## config.mk

```make
export PLATFORM = sky130hd
export DESIGN_NAME = output_bus_receiver_flat
export DESIGN_NICKNAME = d
export VERILOG_FILES = /design/src/rtl/output_bus_receiver_pkg.sv /design/src/rtl/output_bus_receiver_if.sv /design/src/rtl/output_bus_receiver_row_assembler.sv /design/src/rtl/output_bus_receiver.sv /design/src/flat_wrapper.sv
export SDC_FILE = /design/constraint.sdc
export NUM_CORES = 1
export LEC_CHECK = 0
export CAP_MARGIN = 30
export CORE_MARGIN = 3
export CORE_UTILIZATION = 46
export CTS_BUF_LIST = sky130_fd_sc_hd__clkbuf_8 sky130_fd_sc_hd__clkbuf_16
export CTS_CLUSTER_DIAMETER = 80
export DETAILED_ROUTE_END_ITERATION = 7
export DONT_BUFFER_PORTS = 1
export SLEW_MARGIN = 20
export SYNTH_ARGS = -nofsm -noshare
export SYNTH_HDL_FRONTEND = slang
export SYNTH_HIERARCHICAL = 1
export SYNTH_SLANG_ARGS = --single-unit
```

## constraint.sdc

```tcl
create_clock -name CLK -period 2.08 [get_ports CLK]
set_clock_uncertainty 0.2 [all_clocks]
set_input_delay 0.208 -clock CLK [delete_from_list [all_inputs] [get_ports CLK]]
set_output_delay 0.208 -clock CLK [all_outputs]
set_load 0.01 [all_outputs]
```

## src/rtl/output_bus_receiver_pkg.sv

```systemverilog
// Pixel sensor configuration shared by the output bus receive path.
// Array geometry, pixel types and receive FSM states.
package PixelSensorConfig;

  localparam int PIXEL_ARRAY_WIDTH  = 8;
  localparam int OUTPUT_BUS_WIDTH   = 2;
  localparam int PIXEL_BITS         = 10;
  localparam int PIXEL_ARRAY_HEIGHT = 4;

  typedef logic [PIXEL_BITS-1:0] pixel_t;
  typedef pixel_t [PIXEL_ARRAY_WIDTH-1:0] pixel_row_t;

  typedef enum logic {
    IDLE = 1'b0,
    RECV = 1'b1
  } rx_state_t;

endpackage

```

## src/rtl/output_bus_receiver_if.sv

```systemverilog
// Pixel output bus: one word of BUS pixels per valid cycle.
// The output buffer is master, the receiver is slave.
interface output_bus_receiver_if
  import PixelSensorConfig::*;
#(
  parameter int BUS  = OUTPUT_BUS_WIDTH,
  parameter int BITS = PIXEL_BITS
) ();

  logic                BUS_VALID;
  logic [BUS*BITS-1:0] BUS_DATA;

  modport master (
    output BUS_VALID,
    output BUS_DATA
  );

  modport slave (
    input BUS_VALID,
    input BUS_DATA
  );

endinterface

```

## src/rtl/output_bus_receiver_row_assembler.sv

```systemverilog
// Collects WIDTH/BUS bus words into one row.
// row is valid together with the row_done pulse.
module row_assembler
  import PixelSensorConfig::*;
#(
  parameter int WIDTH = PIXEL_ARRAY_WIDTH,
  parameter int BUS   = OUTPUT_BUS_WIDTH,
  parameter int BITS  = PIXEL_BITS
) (
  input  logic                        CLK,
  input  logic                        RESET,
  input  logic                        bus_valid,
  input  logic [BUS*BITS-1:0]         bus_data,
  output logic [WIDTH-1:0][BITS-1:0]  row,
  output logic                        row_done,
  output logic                        trunc
);

  localparam int WORDS = WIDTH / BUS;
  localparam int CW    = (WORDS > 1) ? $clog2(WORDS) : 1;
  localparam logic [CW-1:0] LAST = CW'(WORDS - 1);

  rx_state_t                   state_q, state_d;
  logic [CW-1:0]               cnt_q, cnt_d;
  logic [WIDTH-1:0][BITS-1:0]  asm_q, asm_d;

  always_ff @(posedge CLK) begin
    if (RESET) begin
      state_q <= IDLE;
      cnt_q   <= '0;
      asm_q   <= '0;
    end else begin
      state_q <= state_d;
      cnt_q   <= cnt_d;
      asm_q   <= asm_d;
    end
  end

  // row merges the word on the bus so completion needs no extra cycle
  always_comb begin
    row = asm_q;
    for (int k = 0; k < WORDS; k++) begin
      if (cnt_q == CW'(k)) begin
        for (int j = 0; j < BUS; j++) begin
          row[k*BUS+j] = bus_data[j*BITS +: BITS];
        end
      end
    end
    asm_d = bus_valid ? row : asm_q;
  end

  always_comb begin
    state_d  = state_q;
    cnt_d    = cnt_q;
    row_done = 1'b0;
    trunc    = 1'b0;
    unique case (state_q)
      IDLE: begin
        if (bus_valid) begin
          if (cnt_q == LAST) begin
            row_done = 1'b1;
            cnt_d    = '0;
          end else begin
            cnt_d   = cnt_q + 1'b1;
            state_d = RECV;
          end
        end
      end
      RECV: begin
        if (bus_valid) begin
          if (cnt_q == LAST) begin
            row_done = 1'b1;
            cnt_d    = '0;
            state_d  = IDLE;
          end else begin
            cnt_d = cnt_q + 1'b1;
          end
        end else begin
          trunc   = 1'b1;
          cnt_d   = '0;
          state_d = IDLE;
        end
      end
      default: begin
        cnt_d   = '0;
        state_d = IDLE;
      end
    endcase
  end

endmodule

```

## src/rtl/output_bus_receiver.sv

```systemverilog
// Receive end of the pixel output bus: row holding register,
// valid/ack handshake, row numbering and sticky error flags.
module output_bus_receiver
  import PixelSensorConfig::*;
#(
  parameter int WIDTH = PIXEL_ARRAY_WIDTH,
  parameter int BUS   = OUTPUT_BUS_WIDTH,
  parameter int BITS  = PIXEL_BITS,
  parameter int ROWS  = PIXEL_ARRAY_HEIGHT
) (
  input  logic                        CLK,
  input  logic                        RESET,
  output_bus_receiver_if.slave        bus,
  input  logic                        ROW_ACK,
  input  logic                        CLEAR_ERR,
  output logic [WIDTH-1:0][BITS-1:0]  ROW_OUT,
  output logic                        ROW_VALID,
  output logic [$clog2(ROWS)-1:0]     ROW_INDEX,
  output logic                        FRAME_DONE,
  output logic                        ERR_TRUNC,
  output logic                        ERR_OVERFLOW
);

  localparam int RW = $clog2(ROWS);
  localparam logic [RW-1:0] LAST_ROW = RW'(ROWS - 1);

  if (WIDTH % BUS != 0) begin : g_bad_bus
    $error("WIDTH must be a multiple of BUS");
  end
  if (ROWS < 2) begin : g_bad_rows
    $error("ROWS must be at least 2");
  end

  logic [WIDTH-1:0][BITS-1:0] row;
  logic                       row_done;
  logic                       trunc;
  logic [RW-1:0]              row_cnt;
  logic                       ack;
  logic                       load;
  logic                       ovf;

  row_assembler #(
    .WIDTH (WIDTH),
    .BUS   (BUS),
    .BITS  (BITS)
  ) u_asm (
    .CLK       (CLK),
    .RESET     (RESET),
    .bus_valid (bus.BUS_VALID),
    .bus_data  (bus.BUS_DATA),
    .row       (row),
    .row_done  (row_done),
    .trunc     (trunc)
  );

  assign ack  = ROW_VALID & ROW_ACK;
  assign load = row_done & (~ROW_VALID | ROW_ACK);
  assign ovf  = row_done & ROW_VALID & ~ROW_ACK;

  always_ff @(posedge CLK) begin
    if (RESET) begin
      ROW_OUT      <= '0;
      ROW_VALID    <= 1'b0;
      ROW_INDEX    <= '0;
      FRAME_DONE   <= 1'b0;
      ERR_TRUNC    <= 1'b0;
      ERR_OVERFLOW <= 1'b0;
      row_cnt      <= '0;
    end else begin
      if (load) begin
        ROW_OUT   <= row;
        ROW_INDEX <= row_cnt;
        ROW_VALID <= 1'b1;
      end else if (ack) begin
        ROW_VALID <= 1'b0;
      end
      // dropped rows still consume their row number
      if (row_done) begin
        row_cnt <= (row_cnt == LAST_ROW) ? '0 : row_cnt + 1'b1;
      end
      FRAME_DONE   <= ack & (ROW_INDEX == LAST_ROW);
      ERR_TRUNC    <= trunc | (ERR_TRUNC & ~CLEAR_ERR);
      ERR_OVERFLOW <= ovf | (ERR_OVERFLOW & ~CLEAR_ERR);
    end
  end

endmodule

```

## src/flat_wrapper.sv

```systemverilog
// flat-port wrapper written by rule: the top's interface ports become plain ports
module output_bus_receiver_flat import PixelSensorConfig::*;
#(
  parameter int WIDTH = PIXEL_ARRAY_WIDTH,
  parameter int BUS   = OUTPUT_BUS_WIDTH,
  parameter int BITS  = PIXEL_BITS,
  parameter int ROWS  = PIXEL_ARRAY_HEIGHT
)
  (CLK, RESET, ROW_ACK, CLEAR_ERR, ROW_OUT, ROW_VALID, ROW_INDEX, FRAME_DONE, ERR_TRUNC, ERR_OVERFLOW, bus_BUS_VALID, bus_BUS_DATA);
  output_bus_receiver_if #(.BUS(BUS), .BITS(BITS)) bus_i ();
  input  logic CLK;
  input  logic RESET;
  input  logic ROW_ACK;
  input  logic CLEAR_ERR;
  output logic [WIDTH-1:0][BITS-1:0] ROW_OUT;
  output logic ROW_VALID;
  output logic [$clog2(ROWS)-1:0] ROW_INDEX;
  output logic FRAME_DONE;
  output logic ERR_TRUNC;
  output logic ERR_OVERFLOW;
  input wire logic [$bits(bus_i.BUS_VALID)-1:0] bus_BUS_VALID;
  input wire logic [$bits(bus_i.BUS_DATA)-1:0] bus_BUS_DATA;
  assign bus_i.BUS_VALID = bus_BUS_VALID;
  assign bus_i.BUS_DATA = bus_BUS_DATA;
  output_bus_receiver #(.WIDTH(WIDTH), .BUS(BUS), .BITS(BITS), .ROWS(ROWS)) u_core (.CLK(CLK), .RESET(RESET), .bus(bus_i), .ROW_ACK(ROW_ACK), .CLEAR_ERR(CLEAR_ERR), .ROW_OUT(ROW_OUT), .ROW_VALID(ROW_VALID), .ROW_INDEX(ROW_INDEX), .FRAME_DONE(FRAME_DONE), .ERR_TRUNC(ERR_TRUNC), .ERR_OVERFLOW(ERR_OVERFLOW));
endmodule
```

======== After elaboration in Yosys (flattened, before gate mapping) ========
Cells that the tools add are included.
storage, ports and cells
  output and inout port bits .............. 86
  input bits .............................. 25
  logic and storage cells ................. 66
  bits in registers ....................... 171
cells by class
  reduce and logical (&&, ||, !) cells .... 3
  mux-type cells .......................... 16
  equal/unequal tests ..................... 6
  bitwise logic cells ..................... 15
  add/subtract/negate cells ............... 2
operator list
  cell                                                 count
  2-to-1 mux 20 bit                                    4
  equality test 2 bit, second input constant           4
  2-to-1 mux 2 bit                                     4
  AND 1 bit                                            7
  2-to-1 mux 1 bit                                     7
  NOT 1 bit                                            5
  adder 2 x 1 -> 2 bit, second input constant          2
  case mux 2 bit (2 select lines)                      1
  bitwise OR 1 bit                                     3
  equality test 2 x 1 -> 1 bit, second input constant  1
  zero test 2 bit                                      1
  inequality test 2 bit, second input constant         1
  nonzero test 2 bit                                   1
  OR reduction 2 bit                                   1

======== Logic depth before layout (Yosys ltp) ========
  word-level depth ........................ 6
  depth in mapped cells ................... 6
  mapped depth without buffers ............ 5

======== Hierarchy ========
The synthesis kept the hierarchy.
modules (own cells, without submodules)
  module               seq. area each (sq um)  cells each  area an instance (sq um)  instances
  output_bus_receiver  1,761.7                 379         3,976.3                   1
  row_assembler        1,661.6                 462         3,916.3                   1

======== Worst setup path after synthesis ========
No wires, ideal clock.
  path kind ............................... reg2reg
  from .................................... register u_core.u_asm.cnt_q[0]
  to ...................................... register u_core.ROW_INDEX[0]
  cell stages (with the launch flop) ...... 7
  library setup time ...................... 72 ps
  arrival ................................. 1,419 ps
  setup slack ............................. 389 ps
  data required time ...................... 1,808 ps
  path buffers ............................ 2
  period minus slack after synthesis ...... 1,691 ps
  cells stage by stage .................... dfxtp_1 ha_1 and2_1 nor2b_4 buf_12 buf_12 mux2i_1
on the way
  cells in the longest elaborated chain, start to end .. 4
RTL lines
  element                 RTL line                                                                          text
  from (decl)             output_bus_receiver_row_assembler.sv:24                                           logic [CW-1:0] cnt_q, cnt_d;
  from (signal assigned)  output_bus_receiver_row_assembler.sv:34                                           cnt_q <= cnt_d;
  equality test 2 bit     output_bus_receiver_row_assembler.sv:60, output_bus_receiver_row_assembler.sv:71
  2-to-1 mux 1 bit        output_bus_receiver_row_assembler.sv:60, output_bus_receiver_row_assembler.sv:71
  2-to-1 mux 1 bit        output_bus_receiver_row_assembler.sv:59, output_bus_receiver_row_assembler.sv:70
  net u_core.row_done     output_bus_receiver.sv:35                                                         logic row_done;
  AND 1 bit               output_bus_receiver.sv:57                                                         assign load = row_done & (~ROW_VALID | ROW_ACK);
  to (signal assigned)    output_bus_receiver.sv:72                                                         ROW_INDEX <= row_cnt;
  to (decl)               output_bus_receiver.sv:18                                                         output logic [$clog2(ROWS)-1:0] ROW_INDEX,
The timed path passes the listed nets, and every way through them passes these cells.
A chain may end at the register's enable or synchronous reset.

======== Worst setup path in the final report ========
  from .................................... register u_core.u_asm.cnt_q[0]
  to ...................................... register u_core.ERR_OVERFLOW
on the way
  cells in the longest elaborated chain, start to end .. 6
RTL lines
  element                 RTL line                                                                          text
  equality test 2 bit     output_bus_receiver_row_assembler.sv:60, output_bus_receiver_row_assembler.sv:71
  2-to-1 mux 1 bit        output_bus_receiver_row_assembler.sv:60, output_bus_receiver_row_assembler.sv:71
  2-to-1 mux 1 bit        output_bus_receiver_row_assembler.sv:59, output_bus_receiver_row_assembler.sv:70
  net u_core.row_done     output_bus_receiver.sv:35
  AND 1 bit (2 in a row)  output_bus_receiver.sv:58                                                         assign ovf = row_done & ROW_VALID & ~ROW_ACK;
  bitwise OR 1 bit        output_bus_receiver.sv:83                                                         ERR_OVERFLOW <= ovf | (ERR_OVERFLOW & ~CLEAR_ERR);
  to (signal assigned)    output_bus_receiver.sv:83
  to (decl)               output_bus_receiver.sv:21                                                         output logic ERR_OVERFLOW
The timed path passes the listed nets, and every way through them passes these cells.

==> metrics.txt <==
Overflow after GRT=0; commonest cells after routing, fill and taps aside=dfxtp_1 (171), nand2b_1 (165), nand2_1 (163); Slew HR=50.8%; most common cell after layout, fill and taps aside=dfxtp_1; die area=approximately 19000 µm²; Tcrit/Tclk final=94.5%; violated checks=hold timing; vias per cell=5.10; dpl ws=~37 ps; clock transition at the registers of the reported paths=approximately 60 ps; critical path's largest stage delay=550 ps; H-tree depth=4; gpl congestion=between 0.7 and 0.8; Wirelength per Cell=17.3 µm; area grow syn2layout=20.2%; worst-path fanout max=5; leading area contributor after synthesis=dfxtp_1; total track usage=20.7%; IO Pins=between 100 and 150; status=finished with violations; clock latency on the worst-skew pair=430 ps; fin. max-slew vios=0; worst hold start=RESET; Post-Syn Instances=841; CTS sink count=171; DRT Pass-1 Iters=4; Setup WS post-layout=between 100 and 150 ps; Hold Path Class=primary input to flop; syn_nets=872; clk buf depth=2; Max VDD drop=0.667 mV; CP top delay family=buffers and inverters; clk root buf=clkbuf_16; vias in the first global route=5797; Buf/Inv on CP=2; TritonCTS clock tree=built; critical setup path kind=flop to flop; pin count of the biggest net entering global routing=254; ANT nets after route=0; Crit Reg-Reg Endpoint=u_core/ERR_OVERFLOW; reg-to-reg slack, setup=roughly 110 ps; Final setup viols=0; Fin. Hold Viols=~160; initial antenna violation count=4; ranking of synthesized cells by area=dfxtp_1 (43%), nand2b_1 (13%), mux2_2 (11%), mux2i_1 (11%), nand2_1 (7.8%); Hold Path Stages=1; Port Buffers=0; R2R depth=6; area share of the largest cell type after synthesis=43.4%; number of vias in the routed layout=5831; DP HPWL=approximately 12 mm; CP Launch Type=flop; unrepaired setup endpoints after global routing=false; Hold Path Sink=u_core/u_asm/asm_q[67]; post-layout min period=1970 ps; register bit total from synthesis=approximately 170; # Post-CTS Setup Buffers=0; Max Freq=just over 500 MHz; sequential area share after synthesis=43.4%; Max-Cap Viols=0; TritonCTS Buffers=17; first-pass GRT wire length=30.3 mm; Core ar.=16700 µm²; Min Hold Slack=-308 ps; CP required=2200 ps; Die Height=about 140 µm; crit path cell chain=ha_4 > and2_1 > buf_4 > a22oi_1 > nor2_1 > dlygate4sd3_1; Yosys Warn Count=6; FP Rows=47; Initial DRC Count=between 300 and 400; synthesized cell area=between 7000 and 8000 µm²; Slew @ Worst Pin=roughly 740 ps; setup TNS=0 ps; share of layout cells above drive strength 1=14.3%; drc violations=0; Synth cell types=21; CP Capture Type=flop; power per cell area=756 nW/µm²; slowest CP cell=dlygate4sd3_1; final net count=939; Tot Pwr=between 7000 and 8000 µW; Reg-to-Reg Start=u_core/u_asm/cnt_q[0]; Pleak=0.00308 µW; Avg Cell Area, Syn=approximately 9.4 µm²; drt total wl=19.8 mm; Die X=137 µm; Starting Density=47.3%; worst path arrival time=between 2000 and 2500 ps
==> power breakdown <==
| group | internal, µW | switching (µW) |
|---|---|---|
| clock network | 2010 | 1300 |
| registers | 3330 | 34.8 |
| logic | 257 | 237 |
| total | 5600 | 1570 |
==> synth_stat cells <==
cell and instances:
a31oi_1 1, a22oi_1 1, nor2_1 10, nand2_1 164
nand2b_1 165, dfxtp_1 171, buf_2 20, nor3b_1 3
mux2_2 80, a21oi_1 82, nor2b_1 1, inv_1 3
buf_4 9, buf_1 1, ha_1 6, mux2i_1 84
nor2b_4 2, nand4_1 1, and2_1 5, buf_12 9
clkbuf_1 23
==> final cells by class <==
class / instances / area (µm²)
tap: 220 / 275
antenna: 2 / 5.00
timing repair buffer: 110 / 1110
clock inverter: 11 / 143
clock buffer: 21 / 480
sequential: 171 / 3420
inverter: 3 / 11.3
multi-input combinational: 605 / 4040
fill: 1489 / 7210
==> worst register-to-register path: stages (launching register included) <==
cell,delay [ps]
dfxtp_1,370
ha_4,210
and2_1,180
buf_4,160
a22oi_1,150
nor2_1,50
dlygate4sd3_1,550
==> repair_timing <==
action / 4_1_cts / 5_1_grt
endpoints found under the setup margin: 0 / 36
resized for setup: 0 / 5
hold buffers: 73 / 21
hold endpoints to repair: 171 / 162
==> metrics by stage <==
stage	cells	utilization (%)	instance area (µm²)
after global routing	1143	56.8	9490
final	1143	56.8	9490
after floorplan	841	-	7890
after detailed placement	1015	47.3	7900
after CTS	1120	55.4	9250
after global placement	1015	47.3	7900
==> flip-flops by register name, summed over array words and instances (netlist names) <==
signal	cells
u_core/ERR_OVERFLOW	1
u_core/ERR_TRUNC	1
u_core/FRAME_DONE	1
u_core/ROW_INDEX	2
u_core/ROW_OUT	80
u_core/ROW_VALID	1
u_core/row_cnt	2
u_core/u_asm/asm_q	80
u_core/u_asm/cnt_q	2
u_core/u_asm/state_q	1
==> cells by family (layout without fill, tap and decap cells) <==
group	Yosys count	after routing	synth area share, %
AND/OR/NAND/NOR	351	351	22.5
flip-flops	171	171	43.4
multiplexers	164	164	22.1
AO/OA/AOI/OAI	84	84	5.37
buffers and inverters	65	145	5.69
adder cells (fa/ha/maj)	6	6	0.951
other	0	2	0
==> metal layers <==
layer / global-route usage, % / wire length (µm) / vias to the layer above
met1: 25.6 / 8710 / 2792
met3: 5.85 / 1230 / 26
met5: 0 / 25 / -
met2: 34.9 / 9410 / 116
met4: 6.76 / 386 / 4
li1: - / - / 2893
==> worst max path at each step <==
stage,start,to,cells after the start
5_1_grt,u_core/u_asm/cnt_q[0],u_core/ERR_OVERFLOW,6
4_1_cts,u_core/u_asm/cnt_q[1],u_core/ROW_OUT[44],5
3_3_place_gp,u_core/u_asm/cnt_q[0],u_core/ROW_OUT[42],5
6_report,u_core/u_asm/cnt_q[0],u_core/ERR_OVERFLOW,6
3_5_place_dp,u_core/u_asm/cnt_q[0],u_core/ROW_OUT[44],5
2_1_floorplan,u_core/u_asm/cnt_q[0],u_core/ROW_INDEX[0],6
No activity file was read; power rests on OpenSTA's default activity.
